### src/rtl/sipo_rx_if.sv
// Bundles the serial input side and the parallel word output side of sipo_rx.
//   master : drives sin/sin_valid/start/out_ready, observes word and status
//   slave  : the deserializer itself
//   sin, sin_valid, start : serial bit, its qualifier, frame-start marker
//   out_data, out_valid, out_ready : word port with valid/ready handshake
//   busy, overrun, resync : frame in progress, sticky drop flag, resync pulse
interface sipo_rx_if #(
    parameter int unsigned WIDTH = 8
);
    logic             sin;
    logic             sin_valid;
    logic             start;
    logic [WIDTH-1:0] out_data;
    logic             out_valid;
    logic             out_ready;
    logic             busy;
    logic             overrun;
    logic             resync;

    modport master (
        output sin, sin_valid, start, out_ready,
        input  out_data, out_valid, busy, overrun, resync
    );

    modport slave (
        input  sin, sin_valid, start, out_ready,
        output out_data, out_valid, busy, overrun, resync
    );
endinterface

### src/rtl/sipo_rx.sv
// Serial-in parallel-out deserializer: receive end of the PISO link.
// Samples one bit per sin_valid edge, frames on start, and presents each
// WIDTH-bit word on a valid/ready port with overrun and resync reporting.
//   clk, rst : rising-edge clock, asynchronous active-high reset
//   bus      : sipo_rx_if slave modport (serial in, word out, status)
module sipo_rx #(
    parameter int unsigned WIDTH     = 8,
    parameter bit          MSB_FIRST = 1'b1
) (
    input  logic       clk,
    input  logic       rst,
    sipo_rx_if.slave   bus
);
    localparam int unsigned CNT_W = $clog2(WIDTH + 1);

    typedef enum logic {
        IDLE  = 1'b0,
        SHIFT = 1'b1
    } state_t;

    state_t             state_q, state_d;
    logic [WIDTH-1:0]   shift_q, shift_d;
    logic [WIDTH-1:0]   data_q, data_d;
    logic [CNT_W-1:0]   cnt_q, cnt_d;
    logic               valid_q, valid_d;
    logic               ovr_q, ovr_d;
    logic               resync_q, resync_d;
    logic [WIDTH-1:0]   base_c;
    logic [WIDTH-1:0]   shifted_c;

    // Next-state and datapath
    always_comb begin
        state_d  = state_q;
        shift_d  = shift_q;
        data_d   = data_q;
        cnt_d    = cnt_q;
        valid_d  = valid_q;
        ovr_d    = ovr_q;
        resync_d = 1'b0;

        // A start bit always shifts into an empty register.
        base_c = bus.start ? '0 : shift_q;
        if (MSB_FIRST) begin
            shifted_c = {base_c[WIDTH-2:0], bus.sin};
        end else begin
            shifted_c = {bus.sin, base_c[WIDTH-1:1]};
        end

        if (valid_q && bus.out_ready) begin
            valid_d = 1'b0;
        end

        if (bus.sin_valid) begin
            if (bus.start) begin
                shift_d  = shifted_c;
                cnt_d    = CNT_W'(1);
                state_d  = SHIFT;
                resync_d = (state_q == SHIFT);
            end else if (state_q == SHIFT) begin
                if (cnt_q == CNT_W'(WIDTH - 1)) begin
                    state_d = IDLE;
                    cnt_d   = '0;
                    shift_d = '0;
                    // Slot is free if empty or being drained on this edge.
                    if (!valid_q || bus.out_ready) begin
                        data_d  = shifted_c;
                        valid_d = 1'b1;
                    end else begin
                        ovr_d = 1'b1;
                    end
                end else begin
                    shift_d = shifted_c;
                    cnt_d   = cnt_q + CNT_W'(1);
                end
            end
        end
    end

    // State registers
    always_ff @(posedge clk or posedge rst) begin
        if (rst) begin
            state_q  <= IDLE;
            shift_q  <= '0;
            data_q   <= '0;
            cnt_q    <= '0;
            valid_q  <= 1'b0;
            ovr_q    <= 1'b0;
            resync_q <= 1'b0;
        end else begin
            state_q  <= state_d;
            shift_q  <= shift_d;
            data_q   <= data_d;
            cnt_q    <= cnt_d;
            valid_q  <= valid_d;
            ovr_q    <= ovr_d;
            resync_q <= resync_d;
        end
    end

    assign bus.out_data  = data_q;
    assign bus.out_valid = valid_q;
    assign bus.busy      = (state_q == SHIFT);
    assign bus.overrun   = ovr_q;
    assign bus.resync    = resync_q;
endmodule

### src/flat_wrapper.sv
// flat-port wrapper written by rule: the top's interface ports become plain ports
module sipo_rx_flat 
#(
    parameter int unsigned WIDTH     = 8,
    parameter bit          MSB_FIRST = 1'b1
)
  (clk, rst, bus_sin, bus_sin_valid, bus_start, bus_out_ready, bus_out_data, bus_out_valid, bus_busy, bus_overrun, bus_resync);
  sipo_rx_if #(.WIDTH(WIDTH)) bus_i ();
  input  logic clk;
  input  logic rst;
  input wire logic [$bits(bus_i.sin)-1:0] bus_sin;
  input wire logic [$bits(bus_i.sin_valid)-1:0] bus_sin_valid;
  input wire logic [$bits(bus_i.start)-1:0] bus_start;
  input wire logic [$bits(bus_i.out_ready)-1:0] bus_out_ready;
  output wire logic [$bits(bus_i.out_data)-1:0] bus_out_data;
  output wire logic [$bits(bus_i.out_valid)-1:0] bus_out_valid;
  output wire logic [$bits(bus_i.busy)-1:0] bus_busy;
  output wire logic [$bits(bus_i.overrun)-1:0] bus_overrun;
  output wire logic [$bits(bus_i.resync)-1:0] bus_resync;
  assign bus_i.sin = bus_sin;
  assign bus_i.sin_valid = bus_sin_valid;
  assign bus_i.start = bus_start;
  assign bus_i.out_ready = bus_out_ready;
  assign bus_out_data = bus_i.out_data;
  assign bus_out_valid = bus_i.out_valid;
  assign bus_busy = bus_i.busy;
  assign bus_overrun = bus_i.overrun;
  assign bus_resync = bus_i.resync;
  sipo_rx #(.WIDTH(WIDTH), .MSB_FIRST(MSB_FIRST)) u_core (.clk(clk), .rst(rst), .bus(bus_i));
endmodule
### config.mk
export PLATFORM = sky130hd
export DESIGN_NAME = sipo_rx_flat
export DESIGN_NICKNAME = d
export VERILOG_FILES = /design/src/rtl/sipo_rx_if.sv /design/src/rtl/sipo_rx.sv /design/src/flat_wrapper.sv
export SDC_FILE = /design/constraint.sdc
export NUM_CORES = 1
export LEC_CHECK = 0
export CAP_MARGIN = 20
export CORE_MARGIN = 4
export CORE_UTILIZATION = 57
export CTS_BUF_LIST = sky130_fd_sc_hd__clkbuf_8
export CTS_CLUSTER_DIAMETER = 100
export DETAILED_ROUTE_END_ITERATION = 10
export PLACE_DENSITY_LB_ADDON = 0.1
export SYNTH_ARGS = -nofsm -noshare
export SYNTH_HDL_FRONTEND = slang
export SYNTH_SLANG_ARGS = --single-unit
export TNS_END_PERCENT = 5
### constraint.sdc
create_clock -name clk -period 2.7 [get_ports clk]
set_input_delay 0.81 -clock clk [delete_from_list [all_inputs] [get_ports clk]]
set_output_delay 0.81 -clock clk [all_outputs]
set_load 0.005 [all_outputs]
==> results of run 1 <==
[per-layer routing]
layer  part of all wire  up-vias
li1                   -      338
met1               0.45      338
met2               0.47       17
met3              0.053        4
met4              0.030        0
met5                  0        -
[stage by stage]
step           worst slack, ps  hold WS (ps)
2_1_floorplan            925.2         451.0
3_3_place_gp             346.9         442.1
3_5_place_dp             319.7         444.6
4_1_cts                  425.5         462.9
5_1_grt                  356.1         495.1
6_report                 438.4         459.7
[report_power, final]
group	leakage (nW)	switching [mW]	internal (mW)	total, mW
combinational	0.301	0.0819	0.122	0.204
clock	0.0255	0.107	0.103	0.210
sequential	0.306	0.0545	0.395	0.449
[sequential cells by signal, indices dropped and copies added, names as in the netlist]
name and cells:
u_core.bus.resync 1, u_core.bus.out_valid 1, u_core.bus.out_data 8, u_core.shift_q 7, u_core.bus.overrun 1, u_core.cnt_q 4
u_core.bus.busy 1
[layout make-up]
cell class | instances | area, µm²
Clock inverter | 1 | 5.005
Inverter | 3 | 11.26
Fill cell | 131 | 436.7
Clock buffer | 3 | 41.29
Multi-Input combinational cell | 53 | 432.9
Sequential cell | 23 | 575.6
Tap cell | 25 | 31.28
Timing Repair Buffer | 20 | 192.7
[how the worst max path moves through the flow]
stage | from | to | slack (ps)
finish | u_core.bus.busy$_DFFE_PP0P_ | bus_busy | 440
global route | u_core.bus.busy$_DFFE_PP0P_ | bus_busy | 360
CTS | u_core.bus.busy$_DFFE_PP0P_ | bus_busy | 430
detailed placement | bus_sin_valid | u_core.bus.out_data[6]$_DFFE_PP0P_ | 320
global placement | bus_sin_valid | u_core.bus.out_data[4]$_DFFE_PP0P_ | 350
floorplan | bus_start | u_core.bus.out_data[0]$_DFFE_PP0P_ | 930
[Yosys cell counts (2+ instances only)]
master and number:
sky130_fd_sc_hd__nand3b_4 2, sky130_fd_sc_hd__a22o_1 7, sky130_fd_sc_hd__mux2_2 9, sky130_fd_sc_hd__nor2_1 2, sky130_fd_sc_hd__inv_1 3, sky130_fd_sc_hd__nand3_1 2
sky130_fd_sc_hd__a21oi_1 2, sky130_fd_sc_hd__nand2_1 5, sky130_fd_sc_hd__buf_2 2, sky130_fd_sc_hd__dfrtp_1 23, sky130_fd_sc_hd__nor2b_1 8, sky130_fd_sc_hd__o22ai_1 2
[kinds of logic after synthesis]
logic type	after synthesis	share of synthesized area
flops	23	0.5569
buf+inv	6	0.02421
simple gates	26	0.1865
mux	9	0.09807
fa+ha+maj	1	0.01210
compound gates	17	0.1223
==> flow_summary.rst, run 1 <==
.. list-table::
   :header-rows: 1

   * - Metric
     - Value
   * - Status
     - completed
   * - Tightest Pin Transition
     - 527.7 ps
   * - Placed cell count
     - 124
   * - Pin count of the biggest net entering global routing
     - 24
   * - Overall power after layout
     - 0.8634 mW
   * - Final global-route overflow total
     - 0
   * - CTS Buf Count
     - 3
   * - Beginning of the worst register-to-register path
     - u_core.cnt_q[0]$_DFFE_PP0P_
   * - Placer congestion estimate
     - 0.7126
   * - Worst Path Max Fanout
     - 12
   * - TritonCTS Sinks
     - 23
   * - Synthesis-to-layout area growth
     - 24.82%
   * - Cell taking the most area after synthesis
     - sky130_fd_sc_hd__dfrtp_1
   * - Slack of the worst reg-to-reg path
     - 1010 ps
   * - Final Routed Wirelength
     - 1875 µm
   * - Most frequent standard cell in the layout excluding fill and tap cells
     - sky130_fd_sc_hd__dfrtp_1
   * - Post-detailed-route wirelength per cell
     - 14.65 µm
   * - Met2 demand-to-capacity share in global routing
     - 0.2609
   * - Standby leakage power
     - 0.6324 nW
   * - Depth of the critical timing path with buffers and inverters included
     - 1
   * - Number of nets produced by synthesis
     - 89
   * - Worst max-slew margin expressed relative to the limit
     - 0.6458
   * - Number of flops mapped to enable cells by yosys
     - 0
   * - Max-cap violations
     - 0
   * - I/O Buffers
     - 17
   * - Wire length of the first global-routing pass
     - 3236 µm
   * - Starting utilization of the core area
     - 0.5986
   * - Final cell count without fillers
     - 128
   * - Proportion of synthesized chip area in sequential cells
     - 0.5569
   * - Net count, final
     - 111
   * - DP HPWL
     - 1319 µm
   * - PostCTS Resize Cnt
     - 0
   * - Clock latency reported for the late side of the worst-skew pair
     - 260 ps
   * - Ordered list of cells on the worst path
     - clkdlybuf4s50_1
   * - Final-report max-slew violation count
     - 0
   * - Number of distinct standard cells referenced by the synthesized netlist
     - 27
   * - Commonest non-fill, non-tap cells in the layout
     - sky130_fd_sc_hd__dfrtp_1 (23), sky130_fd_sc_hd__clkdlybuf4s50_1 (17), sky130_fd_sc_hd__mux2_2 (9)
   * - VDD IR-drop max
     - 0.0005834 V
   * - Synthesis-stage register bit count
     - 23
   * - Top_reg_cell synth
     - sky130_fd_sc_hd__dfrtp_1
   * - Cell family with the largest share of critical-path delay
     - flip-flops
   * - Setup repair after global routing missed its margin
     - no
   * - Antenna violations before repair
     - 0
   * - HP Start
     - u_core.bus.overrun$_DFFE_PP0P_
   * - Endpoint arrival time on the critical path
     - 1450 ps
   * - CTS max path bufs
     - 2
   * - Via count
     - 697
   * - Post-CTS Setup Repair Bufs
     - 0
   * - Total global-route track usage
     - 0.1780
   * - Post-Syn Area per Cell
     - 12.60 µm²
   * - Via count of the first global-routing pass
     - 674
   * - Cell row count
     - 15
   * - Synth Warn #
     - 0
   * - Kind of end point of the critical path
     - output port
   * - Final critical-path share of the clock period
     - 0.8376
   * - Global routing's busiest layer
     - met2
   * - Cell count of the worst hold path
     - 1
   * - Clock Root Buffer
     - sky130_fd_sc_hd__clkbuf_8
   * - Critical Path Slowest Stage Cell
     - sky130_fd_sc_hd__dfrtp_1
   * - Time the final worst path needs with I/O delays and setup
     - 2262 ps
   * - Iter 0 DRT Violations
     - 6
   * - Share of the core filled with cells in the final layout
     - 0.7471
   * - Die outline width
     - 50.58 µm
   * - Number of failing setup endpoints in the final timing report
     - 0
   * - Area contributors post-synth
     - sky130_fd_sc_hd__dfrtp_1 (56%), sky130_fd_sc_hd__mux2_2 (9.8%), sky130_fd_sc_hd__a22o_1 (5.9%), sky130_fd_sc_hd__nor2b_1 (4.8%), sky130_fd_sc_hd__nand3b_4 (3.9%)
   * - Average vias per placed instance
     - 5.445
   * - Number of ports placed on the die boundary
     - 18
   * - Total of hold buffers inserted after clock tree synthesis
     - 0
   * - Ratio of cells with drive above 1 in the final layout
     - 0.2136
   * - Final hold viol count
     - 0
   * - Capture endpoint of the worst hold path
     - u_core.bus.overrun$_DFFE_PP0P_
   * - Met1 demand-to-capacity share in global routing
     - 0.2321
   * - Antenna Nets Post-Route
     - 0
   * - Class of the most critical setup path
     - reg -> out
   * - Remaining DRCs
     - 0
   * - Number of cells traversed by the worst register-to-register path
     - 4
   * - Portion of synthesized cell area occupied by the leading cell type
     - 0.5569
   * - H-tree level count
     - 1
   * - Router iterations before antenna repair
     - 4
   * - Chip height
     - 50.58 µm
   * - Placement-stage cell area
     - 1244 µm²
   * - Die area
     - 2558 µm²
   * - Type of the tightest min-delay check
     - reg -> reg
   * - Clock tree skew after final layout
     - 2.717 ps
   * - Core area
     - 1727 µm²
   * - Buffers & Inverters on Critical Path
     - 1
   * - Sum of negative setup slack
     - 0 ps
   * - CP startpoint kind
     - register
   * - Share of flip-flops with an asynchronous set or reset
     - 1.000
   * - Clock tree from TritonCTS
     - built
   * - Slowest cell delay on critical path
     - 610 ps
   * - Final std cell area, no fill
     - 1290 µm²
   * - Global routing usage on met3
     - 0.03264
   * - Post-synthesis instance total
     - 82
   * - Capturing point of the worst reg2reg path
     - u_core.bus.out_data[3]$_DFFE_PP0P_
   * - Worst EP required
     - 1890 ps
   * - Areal power density over the cells
     - 669.3 nW/µm²
   * - Maximum clock frequency
     - 442.2 MHz
   * - Clock input transition at the sequential cells of the worst setup and hold paths
     - 80 ps
   * - N_diodes
     - 0
   * - Post-synth design cell area
     - 1033 µm²
Power figures use the tool's default switching activity.
==> run 2: changes to the inputs <==
--- a/config.mk
+++ b/config.mk
@@ -7,7 +7,7 @@
 export LEC_CHECK = 0
 export CAP_MARGIN = 20
 export CORE_MARGIN = 4
-export CORE_UTILIZATION = 57
+export CORE_UTILIZATION = 53
 export CTS_BUF_LIST = sky130_fd_sc_hd__clkbuf_8
 export CTS_CLUSTER_DIAMETER = 100
 export DETAILED_ROUTE_END_ITERATION = 10
==> constraint.sdc (replaced) <==
create_clock -name clk -period 2.3 [get_ports clk]
set_input_delay 0.69 -clock clk [delete_from_list [all_inputs] [get_ports clk]]
set_output_delay 0.69 -clock clk [all_outputs]
set_load 0.005 [all_outputs]
==> flow_summary.rst, run 2 (synthesis results as in run 1) <==
.. list-table::
   :header-rows: 1

   * - Metric
     - Value
   * - Starting utilization of the core area
     - 0.5796 (-0.01890)
   * - Critical Path Slowest Stage Cell
     - sky130_fd_sc_hd__clkdlybuf4s50_1
   * - Final Routed Wirelength
     - 1927 µm (+2.8%)
   * - Worst slack after detailed placement
     - 31.82 ps (-287.9 ps)
   * - Pin count of the biggest net entering global routing
     - 24 (unchanged)
   * - Clock Root Buffer
     - sky130_fd_sc_hd__clkbuf_8
   * - Via count
     - 717 (+2.9%)
   * - Buffers & Inverters on Critical Path
     - 1 (unchanged)
   * - H-tree level count
     - 1 (unchanged)
   * - Endpoint arrival time on the critical path
     - 2150 ps (+700 ps)
   * - Average vias per placed instance
     - 5.558 (+2.1%)
   * - Number of cells traversed by the worst register-to-register path
     - 4 (unchanged)
   * - Capturing point of the worst reg2reg path
     - u_core.bus.out_data[4]$_DFFE_PP0P_
   * - Number of ports placed on the die boundary
     - 18 (unchanged)
   * - DP HPWL
     - 1237 µm (-6.2%)
   * - Final cell count without fillers
     - 129 (+0.78%)
   * - Clock tree skew after final layout
     - 5.722 ps (+3.006 ps)
   * - Commonest non-fill, non-tap cells in the layout
     - sky130_fd_sc_hd__dfrtp_1 (23), sky130_fd_sc_hd__clkdlybuf4s50_1 (17), sky130_fd_sc_hd__mux2_2 (9)
   * - Worst EP required
     - 2450 ps (+560 ps)
   * - Critical path startpoint
     - bus_sin_valid
   * - Total of hold buffers inserted after clock tree synthesis
     - 0 (unchanged)
   * - Kind of end point of the critical path
     - register
   * - Areal power density over the cells
     - 785.3 nW/µm² (+17%)
   * - Max-cap violations
     - 0 (unchanged)
   * - Worst Path Max Fanout
     - 8 (-4)
   * - Capture endpoint of the worst hold path
     - u_core.bus.overrun$_DFFE_PP0P_
   * - Type of the tightest min-delay check
     - reg -> reg
   * - Final-report max-slew violation count
     - 0 (unchanged)
   * - Class of the most critical setup path
     - in -> reg
   * - Via count of the first global-routing pass
     - 700 (+3.9%)
   * - Remaining DRCs
     - 0 (unchanged)
   * - VDD IR-drop max
     - 0.0006384 V (+9.4%)
   * - Most frequent standard cell in the layout excluding fill and tap cells
     - sky130_fd_sc_hd__dfrtp_1
   * - Placed cell count
     - 125 (+0.81%)
   * - Cell row count
     - 15 (unchanged)
   * - Synthesis-to-layout area growth
     - 25.54%
   * - Maximum clock frequency
     - 501.5 MHz
   * - Ratio of cells with drive above 1 in the final layout
     - 0.2212 (+0.007562)
   * - Slack of the critical path
     - 305.8 ps (-132.6 ps)
   * - Slowest cell delay on critical path
     - 520 ps (-90 ps)
   * - Max FFs per register
     - 8 (unchanged)
   * - Antenna violations before repair
     - 0 (unchanged)
   * - Final hold viol count
     - 0 (unchanged)
   * - Chip height
     - 52.16 µm (+3.1%)
   * - Post-CTS Setup Repair Bufs
     - 0 (unchanged)
   * - Beginning of the worst register-to-register path
     - u_core.cnt_q[0]$_DFFE_PP0P_
   * - Cell count of the worst hold path
     - 1 (unchanged)
   * - Sum of negative setup slack
     - 0 ps (unchanged)
   * - Ordered list of cells on the worst path
     - clkdlybuf4s50_1 > nand3b_4 > nor3_4 > mux2_2
   * - Die outline width
     - 52.16 µm (+3.1%)
   * - Clock latency reported for the late side of the worst-skew pair
     - 260 ps (about the same)
   * - Net count, final
     - 112 (+0.90%)
   * - Worst hold margin
     - 460.7 ps (+0.9610 ps)
   * - CP startpoint kind
     - input port
   * - Placer congestion estimate
     - 0.7111 (-0.21%)
   * - Time the final worst path needs with I/O delays and setup
     - 1994 ps
   * - Router iterations before antenna repair
     - 4 (unchanged)
   * - Final global-route overflow total
     - 0 (unchanged)
   * - CTS max path bufs
     - 2 (unchanged)
   * - Clock tree from TritonCTS
     - built
   * - TritonCTS Sinks
     - 23 (unchanged)
   * - Post-detailed-route wirelength per cell
     - 14.94 µm (+2.0%)
   * - Wire length of the first global-routing pass
     - 3256 µm (+0.62%)
   * - HP Start
     - u_core.bus.overrun$_DFFE_PP0P_
   * - Core area
     - 1783 µm² (+3.3%)
   * - Final critical-path share of the clock period
     - 0.8670
   * - Setup repair after global routing missed its margin
     - no
   * - Cell family with the largest share of critical-path delay
     - simple AND/OR/NAND/NOR gates
   * - Slack of the worst reg-to-reg path
     - 540 ps (-470 ps)
   * - Iter 0 DRT Violations
     - 16 (+10)
   * - Total global-route track usage
     - 0.1629 (-0.01506)
   * - N_diodes
     - 0 (unchanged)
   * - Tightest Pin Transition
     - 530.8 ps (+3.108 ps)
   * - Standby leakage power
     - 0.6366 nW (+0.67%)
   * - Worst max-slew margin expressed relative to the limit
     - 0.6437 (-0.002086)
   * - Antenna Nets Post-Route
     - 0 (unchanged)
   * - Status
     - completed
   * - Die area
     - 2721 µm² (+6.3%)
   * - Share of the core filled with cells in the final layout
     - 0.7277 (-0.01938)
   * - PostCTS Resize Cnt
     - 0 (unchanged)
   * - I/O Buffers
     - 17 (unchanged)
   * - CTS Buf Count
     - 3 (unchanged)
   * - Fill cell instance count of the final layout
     - 137 (+4.6%)
   * - Clock input transition at the sequential cells of the worst setup and hold paths
     - 80 ps (about the same)
   * - Number of failing setup endpoints in the final timing report
     - 0 (unchanged)
run 2: changes by cell type in the layout (fill, tap and decap cells not counted):
cell	before	now
sky130_fd_sc_hd__buf_4	3	4
run 2: area by class of cell:
| cell class | count | area, µm² | share of cell area |
|---|---|---|---|
| Clock inverter | 1 | 5.005 | 0.003857 |
| Inverter | 3 | 11.26 | 0.008679 |
| Tap cell | 25 | 31.28 | 0.02411 |
| Clock buffer | 3 | 41.29 | 0.03182 |
| Sequential cell | 23 | 575.6 | 0.4436 |
| Timing Repair Buffer | 21 | 200.2 | 0.1543 |
| Multi-Input combinational cell | 53 | 432.9 | 0.3337 |
run 2: worst max-delay path by stage:
stage	to	slack, ps	cells past startpoint
5_1_grt	u_core.bus.out_data[4]$_DFFE_PP0P_	280	4
3_5_place_dp	u_core.bus.out_data[5]$_DFFE_PP0P_	30	4
2_1_floorplan	u_core.bus.out_data[0]$_DFFE_PP0P_	650	3
6_report	u_core.bus.out_data[4]$_DFFE_PP0P_	310	4
3_3_place_gp	u_core.bus.out_data[2]$_DFFE_PP0P_	70	4
4_1_cts	u_core.bus.out_data[4]$_DFFE_PP0P_	290	4
run 2: routing by layer:
metal | wire (µm) | global-route usage | vias up
li1 | - | - | 342
met1 | 892 | 0.2150 | 346
met2 | 886 | 0.2615 | 25
met3 | 127 | 0.02865 | 4
met4 | 21 | 0.07234 | 0
met5 | 0 | 0 | -
run 2: report_power, final:
group	switching (mW)	internal, mW
combinational	0.107	0.148
clock	0.126	0.121
sequential	0.0534	0.464
total	0.287	0.732
run 2: stage by stage:
stage | instance area (µm²) | total power [mW]
finish | 1297 | 1.019
global route | 1297 | 1.085
CTS | 1297 | 1.024
detailed placement | 1251 | 0.7768
global placement | 1251 | 0.7691
floorplan | 1033 | 0.6753
==> run 3: changes to the inputs <==
--- a/config.mk
+++ b/config.mk
@@ -12,6 +12,7 @@
 export CTS_CLUSTER_DIAMETER = 100
 export DETAILED_ROUTE_END_ITERATION = 10
 export PLACE_DENSITY_LB_ADDON = 0.1
+export SETUP_SLACK_MARGIN = 0.05
 export SYNTH_ARGS = -nofsm -noshare
 export SYNTH_HDL_FRONTEND = slang
 export SYNTH_SLANG_ARGS = --single-unit
==> results of run 3 <==
Same layout as run 2: the final DEF is identical, and so are final timing and power.
